## config.mk

```make
export PLATFORM = sky130hd
export DESIGN_NAME = sort_result_collector
export DESIGN_NICKNAME = d
export VERILOG_FILES = /design/src/rtl/sort_result_collector.sv
export SDC_FILE = /design/constraint.sdc
export NUM_CORES = 1
export LEC_CHECK = 0
export ABC_AREA = 1
export BUFFER_PORTS_ARGS = -buffer_cell sky130_fd_sc_hd__clkbuf_2
export CORE_UTILIZATION = 45
export DETAILED_ROUTE_END_ITERATION = 8
export GPL_ROUTABILITY_DRIVEN = 0
export HOLD_SLACK_MARGIN = 0.15
export PLACE_DENSITY = 0.67
export SLEW_MARGIN = 20
export SYNTH_ARGS = -nofsm -noshare
export SYNTH_HDL_FRONTEND = slang
export SYNTH_SLANG_ARGS = --single-unit
```

## constraint.sdc

```tcl
create_clock -name clk -period 6.65 [get_ports clk]
set_input_delay 1.995 -clock clk [delete_from_list [all_inputs] [get_ports clk]]
set_output_delay 1.995 -clock clk [all_outputs]
set_load 0.03 [all_outputs]
```

## src/rtl/sort_result_collector.sv

```systemverilog
// rtl/sort_result_collector.sv - capture buffer and frame status for the serial sorter output
//
// Purpose: stores one sorted serial frame (up to DEPTH signed words) and
// reports count, done, min/max, overflow and an ascending-order flag.
// Optional feature macro: SORT_CHECK_EN (on-the-fly order check).
//
// Ports:
//   clk           clock, rising edge
//   rst           synchronous active-low reset
//   data_serial_i signed word from the sorter
//   data_valid_i  data_serial_i valid this cycle
//   clear_i       drop the captured frame, return to IDLE
//   rd_addr_i     buffer read index
//   rd_data_o     registered buffer word at rd_addr_i (1-cycle latency)
//   count_o       words captured in the current frame
//   done_o        frame complete, buffer stable
//   min_o         first captured word
//   max_o         last captured word
//   overflow_o    sticky: valid word with no room or after done
//   sorted_ok_o   frame is non-decreasing (tied to 1 without SORT_CHECK_EN)

module sort_result_collector #(
  parameter  int WIDTH = 32,
  parameter  int DEPTH = 8,
  localparam int AW    = $clog2(DEPTH)
) (
  input  logic                    clk,
  input  logic                    rst,
  input  logic signed [WIDTH-1:0] data_serial_i,
  input  logic                    data_valid_i,
  input  logic                    clear_i,
  input  logic        [AW-1:0]    rd_addr_i,
  output logic signed [WIDTH-1:0] rd_data_o,
  output logic        [AW:0]      count_o,
  output logic                    done_o,
  output logic signed [WIDTH-1:0] min_o,
  output logic signed [WIDTH-1:0] max_o,
  output logic                    overflow_o,
  output logic                    sorted_ok_o
);

  typedef enum logic [1:0] {IDLE, COLLECT, DONE} state_t;

  localparam logic [AW:0] DEPTH_C = (AW+1)'(DEPTH);

  state_t                  state_q, state_d;
  logic [AW:0]             count_q;
  logic [AW:0]             count_inc;
  logic                    overflow_q;
  logic signed [WIDTH-1:0] min_q, max_q, rd_data_q;
  logic signed [WIDTH-1:0] mem [DEPTH];
  logic                    wr_en;

  assign count_inc = count_q + {{AW{1'b0}}, 1'b1};

  // Writes only while a frame can still accept data; clear drops the word.
  always_comb begin
    wr_en   = 1'b0;
    state_d = state_q;
    if (clear_i) begin
      state_d = IDLE;
    end else begin
      case (state_q)
        IDLE: begin
          if (data_valid_i) begin
            wr_en   = 1'b1;
            state_d = COLLECT;
          end
        end
        COLLECT: begin
          if (data_valid_i) begin
            wr_en = 1'b1;
            if (count_inc == DEPTH_C) state_d = DONE;
          end else begin
            // valid falling edge ends the frame
            state_d = DONE;
          end
        end
        DONE:    state_d = DONE;
        default: state_d = IDLE;
      endcase
    end
  end

  always_ff @(posedge clk) begin
    if (!rst) begin
      state_q    <= IDLE;
      count_q    <= '0;
      overflow_q <= 1'b0;
      min_q      <= '0;
      max_q      <= '0;
      rd_data_q  <= '0;
    end else begin
      state_q   <= state_d;
      rd_data_q <= mem[rd_addr_i];
      if (clear_i) begin
        count_q    <= '0;
        overflow_q <= 1'b0;
        min_q      <= '0;
        max_q      <= '0;
      end else if (data_valid_i) begin
        case (state_q)
          IDLE: begin
            min_q   <= data_serial_i;
            max_q   <= data_serial_i;
            count_q <= {{AW{1'b0}}, 1'b1};
          end
          COLLECT: begin
            max_q   <= data_serial_i;
            count_q <= count_inc;
          end
          DONE:    overflow_q <= 1'b1;
          default: ;
        endcase
      end
    end
  end

  // Buffer is not reset; count is 0 in IDLE so count_q addresses every write.
  always_ff @(posedge clk) begin
    if (rst && wr_en) mem[count_q[AW-1:0]] <= data_serial_i;
  end

`ifdef SORT_CHECK_EN
  logic signed [WIDTH-1:0] prev_q;
  logic                    sorted_ok_q;

  always_ff @(posedge clk) begin
    if (!rst) begin
      prev_q      <= '0;
      sorted_ok_q <= 1'b1;
    end else if (clear_i) begin
      sorted_ok_q <= 1'b1;
    end else if (wr_en) begin
      prev_q <= data_serial_i;
      // first word of a frame (IDLE) has no predecessor to compare with
      if (state_q == COLLECT && data_serial_i < prev_q) sorted_ok_q <= 1'b0;
    end
  end

  assign sorted_ok_o = sorted_ok_q;
`else
  assign sorted_ok_o = 1'b1;
`endif

  assign rd_data_o  = rd_data_q;
  assign count_o    = count_q;
  assign done_o     = (state_q == DONE);
  assign min_o      = min_q;
  assign max_o      = max_q;
  assign overflow_o = overflow_q;

endmodule

```

# --- Word level (Yosys, flattened, before mapping) ---
# Memory sizes are Yosys's and may differ from the RTL's. A register that Yosys moved wholly into a read port is not among the register bits.
# Cells that the tools add are included.
word_totals:
  regBits: 71
  ramBits: 256
  input_bits: 39
  out_inout_bits: 103
  wordCells: 34
  memories: 1
classes:
  add_sub_neg: 1
  eq_ne: 5
  mux: 10
  bitwise_logic: 1
  reduce_logical: 11
mem_list:
  columns: ["name", "depth", "width", "rd", "rd_ports_with_merged_regs", "wr", "line_no", "source"]
  rows:
  - ["mem", 8, 32, 1, 1, 1, "51", "logic signed [WIDTH-1:0] mem [DEPTH];"]
ops:
  columns: ["operator", "count"]
  rows:
  - ["$reduce_and 2->1", 5]
  - ["$pmux 4 s2", 1]
  - ["$mux 2", 3]
  - ["$pmux 2 s3", 1]
  - ["$mux 1", 5]
  - ["$add 4x1->4 const B", 1]
  - ["$eq 4x4->1 const B", 1]
  - ["$reduce_or 2->1", 2]
  - ["$ne 3x3->1 const B", 1]
  - ["$eq 2x1->1 const B", 1]
  - ["$eq 2x2->1 const B", 1]
  - ["$logic_not 2->1", 1]
  - ["$ne 2x2->1 const B", 1]
  - ["$reduce_bool 2->1", 1]
  - ["$logic_and 1x1->1", 1]
  - ["$logic_not 1->1", 1]
  - ["$not 1->1", 1]

# --- Logic depth before layout (Yosys ltp) ---
# Gate-level depths: netlist of the first run.
logic_depth:
  depth_word: 7
  mapped_depth: 9

# --- Worst setup path after synthesis of the first run ---
# No wires, ideal clock.
synth_path:
  kind: "in2reg"
  start: "in rst"
  end: "mem mem[6][0], enable pin"
  setup_time_ps: 461
  t_arrival_ps: 4811
  required_ps: 6189
  setup_slack_ps: 1378
  path_stages: 7
  path_cell_list: "buf_2 inv_2 nor2_4 inv_1 nor2_1 nand2_1 nor3_1"
synth_via:
  elab_chain_len: 3
synth_lines:
  columns: ["item", "line_no", "source"]
  rows:
  - ["from (decl)", "28", "input logic rst,"]
  - ["$logic_and 1x1->1", "121", "if (rst && wr_en) mem[count_q[AW-1:0]] <= data_serial_i;"]
  - ["$mux 1", "121", null]
  - ["$mux 1 (not written as such)", "121", null]
  - ["to (decl)", "51", null]
# No other way between the ends.

# --- Final worst setup path of the first run ---
layout_path:
  start: "in rst"
  end: "mem mem[4][18], enable pin"
# The elaborated chain is that of the path after synthesis.

==> summary.txt, run 1 <==
Status
  – Status: finished clean

Detailed routing
  – DRC Markers: 0
  – Initial DRT Pass Iterations: 5
  – M1 WL: between 10000 and 15000 um
  – Highest routed layer: met4
  – Remaining antenna violation count after routing: 0
  – Initial DRC count: roughly 790
  – Met2 wire length: between 10000 and 15000 um
  – Routed vias: roughly 9000
  – Vias/cell: ~5.3
  – DR WL/cell: 18.41 um
  – Detailed Route WL: 30800 um
  – Met3 wire length: between 1500 and 2000 um

Setup path
  – Crit-path cells: clkbuf_2, inv_2, nor2_4, inv_1, nor2_1, nand2_1, nor2_4
  – Crit path largest cell delay: roughly 900 ps
  – Crit path buffers/inverters: 3
  – Startpoint Class: input port
  – Crit-path slowest cell: nor2_4
  – Delay-heaviest family, CP: simple AND/OR/NAND/NOR gates
  – CP endpoint kind: flop
  – Worst EP required: between 6000 and 7000 ps
  – CP Class: in2reg
  – Crit path top cell by count: nor2_4
  – Worst path arrival time: 4320 ps
  – CP Max Fanout: 33

Global route
  – Gr usage total: between 20% and 30%
  – Via count of the first global-routing pass: 8600
  – First-pass GRT wire length: ~48000 um
  – Largest net degree at the start of global routing: 68
  – Antenna violations before repair: 0
  – Congestion Overflow GR: 0

Cells and area
  – Fin util: approximately 54%
  – Commonest cells after routing, fill and taps aside: nor2_1, edfxtp_1, o21ai_0
  – Area grow syn2layout: 16.44%
  – Final instance count without filler cells: roughly 1700
  – Nets: between 1000 and 1500
  – Diodes inserted: 0
  – Share of cells above drive strength 1: 17.22%
  – Commonest non-fill, non-tap cell in the layout: nor2_1

Clock network
  – CTS Buffer Depth: 3
  – Hold-fix buffers, CTS: 0
  – # clock sinks: between 300 and 400
  – Setup Fix Bufs, Post-CTS: 0
  – Number of gates resized after cts: 0
  – Clk slew on worst S/H paths: roughly 60 ps
  – Skew-Pair Late Insertion Delay: roughly 520 ps
  – CTS tree: done
  – Root Buffer: clkbuf_16
  – CTS buffer count: 38
  – # H-tree levels: 2

Placed design
  – Placed insts: about 1600
  – Number of I/O port buffers: 140
  – Detailed Place HPWL: about 17000 um
  – Pre-CTS WS: around 1800 ps

Pwr
  – P per Cell Area: between 300 and 400 nW/um2
  – VDD IR max: 199.2 uV
  – Design Power: between 4 and 5 mW
  – Leak pwr: 5.672 nW

Timing
  – Crit share post-route: a little over three fifths
  – Tmin final: between 4000 and 5000 ps
  – Post-route setup slack: 2457 ps
  – # setup viols final: 0
  – Clk_skew: ~13 ps
  – RSZ-0062 raised after global routing: no
  – Max-slew headroom: a little over a quarter
  – Worst Tran Pin Value: ~1100 ps
  – FMAX: roughly 240 MHz
  – Final Hold Viols: 0
  – Setup Total Neg Slack: 0 ps
  – Slew Limit Fails: 0

Yosys
  – Ys async rst share: 0%
  – Cells after Synth: ~1100
  – Yosys top cell area share: roughly 58%
  – Largest area contributor in the netlist: edfxtp_1
  – Syn nets: 1178
  – Sequential share of the synthesized area: ~73%
  – Syn. warnings: 0
  – Post-Syn Area: roughly 13000 um2
  – Distinct cells, synth: 26
  – Top cells by area, synth: edfxtp_1, dfxtp_1, nor2_1, o21ai_0, o211ai_1
  – Main synth FF type: edfxtp_1
  – Seq cells post-synth: 359
  – Syn Area/Cell: 11.72 um2
  – EDFF count, synth: 256

Floorplan
  – Boundary pin count: between 100 and 150
  – Core area: between 20000 and 30000 um2
  – Die ar.: slightly above 30000 um2
  – Die H: 174.0 um
  – Die extent in x: approximately 170 um
  – FP Rows: between 60 and 70
  – Initial Utilization: a little under half

Run
  – Max-Cap Viols: 0

Hold path
  – HP Class: reg2reg
## through the flow
stage	hold WS (ps)	area [um2]
after floorplan	458.4	13310
after global placement	463.0	14260
after detailed placement	460.0	14310
after CTS	482.5	15480
after global routing	505.7	15500
final	481.3	15500
## final cells by class
class / count / area [um2]
Clock buffer: 53 / 1101
Clock inverter: 16 / 70.07
Fill cell: 2477 / 13440
Inverter: 16 / 61.31
Multi-Input combinational cell: 688 / 3146
Sequential cell: 359 / 9749
Tap cell: 384 / 480.5
Timing Repair Buffer: 157 / 888.4
## registers in the layout, summed over array words and instances (netlist names)
signal	count
count_o	4
max_o	32
mem	256
min_o	32
overflow_o	1
rd_data_o	32
state_q	2
## synth_stat cells, types with 2 or more instances
cell type,number
buf_4,7
dfxtp_1,103
nand3_1,5
nand2_2,2
a21oi_1,4
clkbuf_1,28
buf_1,2
buf_2,24
o211ai_1,32
edfxtp_1,256
o22ai_1,32
o21ai_1,26
nor3_1,4
nor2_1,360
nand2_1,47
inv_2,3
ha_1,4
buf_6,10
inv_1,12
o21ai_0,168
## power breakdown
part | total, mW | internal [mW] | switching, mW
clock | 1.97 | 1.15 | 0.822
combinational | 0.368 | 0.0915 | 0.277
sequential | 2.46 | 2.44 | 0.0200
## final timing paths
check	start	endpoint	slack, ps	cells after the start
setup / recovery	rst	mem[4][18]$_DFFE_PP_	2460	7
hold / removal	min_o[13]$_SDFFE_PP0P_	min_o[13]$_SDFFE_PP0P_	480	2
setup reg to reg	state_q[1]$_SDFFE_PP0P_	mem[4][18]$_DFFE_PP_	3780	8
hold reg to reg	min_o[13]$_SDFFE_PP0P_	min_o[13]$_SDFFE_PP0P_	480	2
## cell families after synthesis
group	synth area share, %
compound gates	10.81
fa+ha+maj	0.3761
buf+inv	3.479
flops	73.26
other cells	0.02818
simple gates	12.04
## tightest hold or removal path, stage by stage (launching register included)
cell     delay [ps]
dfxtp_1         320
nor2_1           50
nor2_1           80
## metal layers
| layer | GRT usage, % | vias up |
|---|---|---|
| met5 | 0 | - |
| met4 | 5.885 | 0 |
| met3 | 3.981 | 43 |
| met2 | 32.82 | 263 |
| met1 | 28.04 | 4366 |
| li1 | - | 4219 |
No activity file was read; power rests on OpenSTA's default activity.
==> run 2, diff against run 1 <==
- ABC_AREA: 1 -> 0
- clock period: 6.65 -> 3.9 ns (I/O delays scaled with it)
==> run 2 against run 1 <==
Against the previous run:
- clock power increased by 77%
- critical path depth down 6
- setup slack worse by 1300 ps
- highest routed layer unchanged
==> summary.txt, run 2 <==
Status
  – Status: finished clean

Timing
  – Max-slew headroom: 27.87% (+0.43 points)
  – Slew Limit Fails: 0 (unchanged)
  – # setup viols final: 0 (unchanged)
  – Final Hold Viols: 0 (unchanged)
  – Tmin final: roughly 2800 ps
  – Worst Tran Pin Value: 1079 ps (-6.363 ps)
  – Clk_skew: 10.26 ps (-3.089 ps)
  – RSZ-0062 raised after global routing: no
  – Crit share post-route: 71.34%
  – Hold slack: 450.8 ps (-30.51 ps)
  – FMAX: 359.4 MHz

Cells and area
  – Diodes inserted: 0 (unchanged)
  – Design Area, Final: 15590 um2 (+0.61%)
  – Nets: 979 (-25%)
  – Commonest non-fill, non-tap cell in the layout: edfxtp_1
  – Area grow syn2layout: 18.45%
  – Max reg flops: 256 (unchanged)
  – Reg area: 9749 um2 (unchanged)
  – Share of cells above drive strength 1: 30.67% (+13 points)
  – Area occupied by multi-input gates: 3213 um2 (+2.1%)
  – Commonest cells after routing, fill and taps aside: edfxtp_1, clkbuf_2, nand2_1
  – Fillers: 2281 (-7.9%)

Yosys
  – Cells after Synth: 783 (-31%)
  – Yosys top cell area share: 58.40% (+0.64 points)
  – Post-Syn Area: 13160 um2 (-1.1%)
  – EDFF count, synth: 256 (unchanged)
  – Distinct cells, synth: 38 (+46%)
  – Syn. warnings: 0 (unchanged)
  – Top cells by area, synth: edfxtp_1, dfxtp_1, mux4_2, nand2_1, a21oi_1
  – Sequential share of the synthesized area: 74.07% (+0.81 points)
  – Top cells by count, synth: edfxtp_1, nand2_1, dfxtp_1
  – Ys async rst share: 0% (unchanged)
  – Cell with the most instances after synthesis: edfxtp_1
  – Syn Area/Cell: 16.81 um2 (+43%)
  – Syn nets: 826 (-30%)
  – Seq cells post-synth: 359 (unchanged)
  – Main synth FF type: edfxtp_1
  – Largest area contributor in the netlist: edfxtp_1

Pwr
  – Net Sw Frac: 21.75% (-1.5 points)
  – Leak pwr: 5.521 nW (-2.7%)
  – P per Cell Area: 524.8 nW/um2 (+69%)
  – VDD IR max: 321.7 uV (+62%)
  – Design Power: 8.183 mW (+70%)
  – Psw: 1.780 mW (+59%)
  – Part of the power in combinational logic: 6.4% (-1.3 points)
  – Clock power frac: 42.7% (+1.6 points)
  – Cell Int Power: 6.403 mW (+74%)
  – Sequential fraction of design power: 50.9% (-0.3 points)

Setup path
  – CP Class: reg2out
  – Crit-path slowest cell: dfxtp_1
  – Worst EP required: 2730 ps (-4050 ps)
  – Delay-heaviest family, CP: flip-flops
  – CP Max Fanout: 14 (-58%)
  – CP endpoint kind: output pin
  – Worst path arrival time: 1610 ps (-2710 ps)
  – Crit path buffers/inverters: 1 (-2)
  – Crit-path cells: clkbuf_2
  – Startpoint Class: flop
  – Crit path largest cell delay: 770 ps (-130 ps)

Global route
  – Gr usage total: 19.03% (-1.3 points)
  – Congestion Overflow GR: 0 (unchanged)
  – Via count of the first global-routing pass: 7176 (-17%)
  – Largest net degree at the start of global routing: 41 (-40%)
  – Antenna violations before repair: 0 (unchanged)
  – First-pass GRT wire length: 42950 um (-10%)

Detailed routing
  – Vias/cell: 5.220 (-1.8%)
  – Initial DRC count: 446 (-44%)
  – Remaining antenna violation count after routing: 0 (unchanged)
  – Routed vias: 7042 (-21%)
  – Initial DRT Pass Iterations: 4 (-1)
  – DR WL/cell: 20.50 um (+11%)
  – DRC Markers: 0 (unchanged)
  – Detailed Route WL: 27650 um (-10%)

Floorplan
  – Core area: 28700 um2 (-0.80%)
  – Initial Utilization: 45.86% (-0.13 points)
  – Boundary pin count: 142 (unchanged)
  – Die ar.: 29940 um2 (-1.1%)
  – FP Rows: 62 (unchanged)
  – Die H: 173.0 um (-0.54%)
  – Die extent in x: 173.0 um (-0.54%)

Clock network
  – Skew-Pair Late Insertion Delay: 510 ps (about the same)
  – Root Buffer: clkbuf_16
  – # clock sinks: 359 (unchanged)
  – CTS Buffer Depth: 3 (unchanged)
  – Clk slew on worst S/H paths: 60 ps (about the same)
  – Setup Fix Bufs, Post-CTS: 0 (unchanged)
  – CTS tree: done
  – Hold-fix buffers, CTS: 0 (unchanged)
  – # H-tree levels: 2 (unchanged)
  – CTS buffer count: 38 (unchanged)
  – Number of gates resized after cts: 0 (unchanged)

Run
  – Max-Cap Viols: 0 (unchanged)

Placed design
  – Number of I/O port buffers: 140 (unchanged)
  – Placed instance area: 14370 um2 (+0.47%)
  – Detailed Place HPWL: 16530 um (-4.3%)

Hold path
  – HP Class: reg2reg
run 2: final timing paths:
kind / start / end / slack (ps) / cells past startpoint
worst min-delay path: min_o[22]$_SDFFE_PP0P_ / min_o[22]$_SDFFE_PP0P_ / 450 / 2
worst max-delay path: count_o[0]$_SDFFE_PP0N_ / count_o[0] / 1120 / 1
worst max register to register: state_q[0]$_SDFFE_PP0P_ / mem[6][20]$_DFFE_PP_ / 1200 / 6
worst min register to register: min_o[22]$_SDFFE_PP0P_ / min_o[22]$_SDFFE_PP0P_ / 450 / 2
run 2: cells by family after synthesis:
family,Yosys count,synth area share [%]
other,1,0.02849
AO/OA/AOI/OAI,81,3.270
buffers and inverters,51,2.376
adder cells (fa/ha/maj),4,0.3802
flip-flops,359,74.07
AND/OR/NAND/NOR,190,6.378
multiplexers,97,13.50
run 2: layout make-up:
type | instances | area share, %
inverters | 3 | 0.07223
clock inverters | 16 | 1.091
repair buffers | 161 | 5.890
clock buffers | 53 | 6.725
multi-input cells | 373 | 20.61
flip-flops and latches | 359 | 62.53
well taps | 384 | 3.082
run 2: stage by stage:
stage	utilization [%]	setup slack (ps)	std cells	setup TNS, ps
after floorplan	-	-106.7	783	-8080
after global placement	49.98	611.2	1279	0
after detailed placement	50.07	596.5	1280	0
after CTS	54.32	1112	1349	0
after global routing	54.32	1018	1349	0
final	54.32	1118	1349	0
run 2: per-layer routing:
metal,track usage [%],routed length (um),vias up
li1,-,-,3248
met1,26.56,12190,3539
met2,31.23,13530,220
met3,3.122,1474,35
met4,4.941,458,0
met5,0,0,-
run 2: power groups by stage:
| stage | Sequential (mW) | Combinational (mW) | Clock [mW] |
|---|---|---|---|
| 2_1_floorplan | 4.34 | 0.246 | 0 |
| 3_3_place_gp | 4.25 | 0.517 | 0 |
| 3_5_place_dp | 4.25 | 0.530 | 0 |
| 4_1_cts | 4.17 | 0.532 | 3.56 |
| 5_1_grt | 4.17 | 0.565 | 3.70 |
| 6_report | 4.17 | 0.523 | 3.49 |
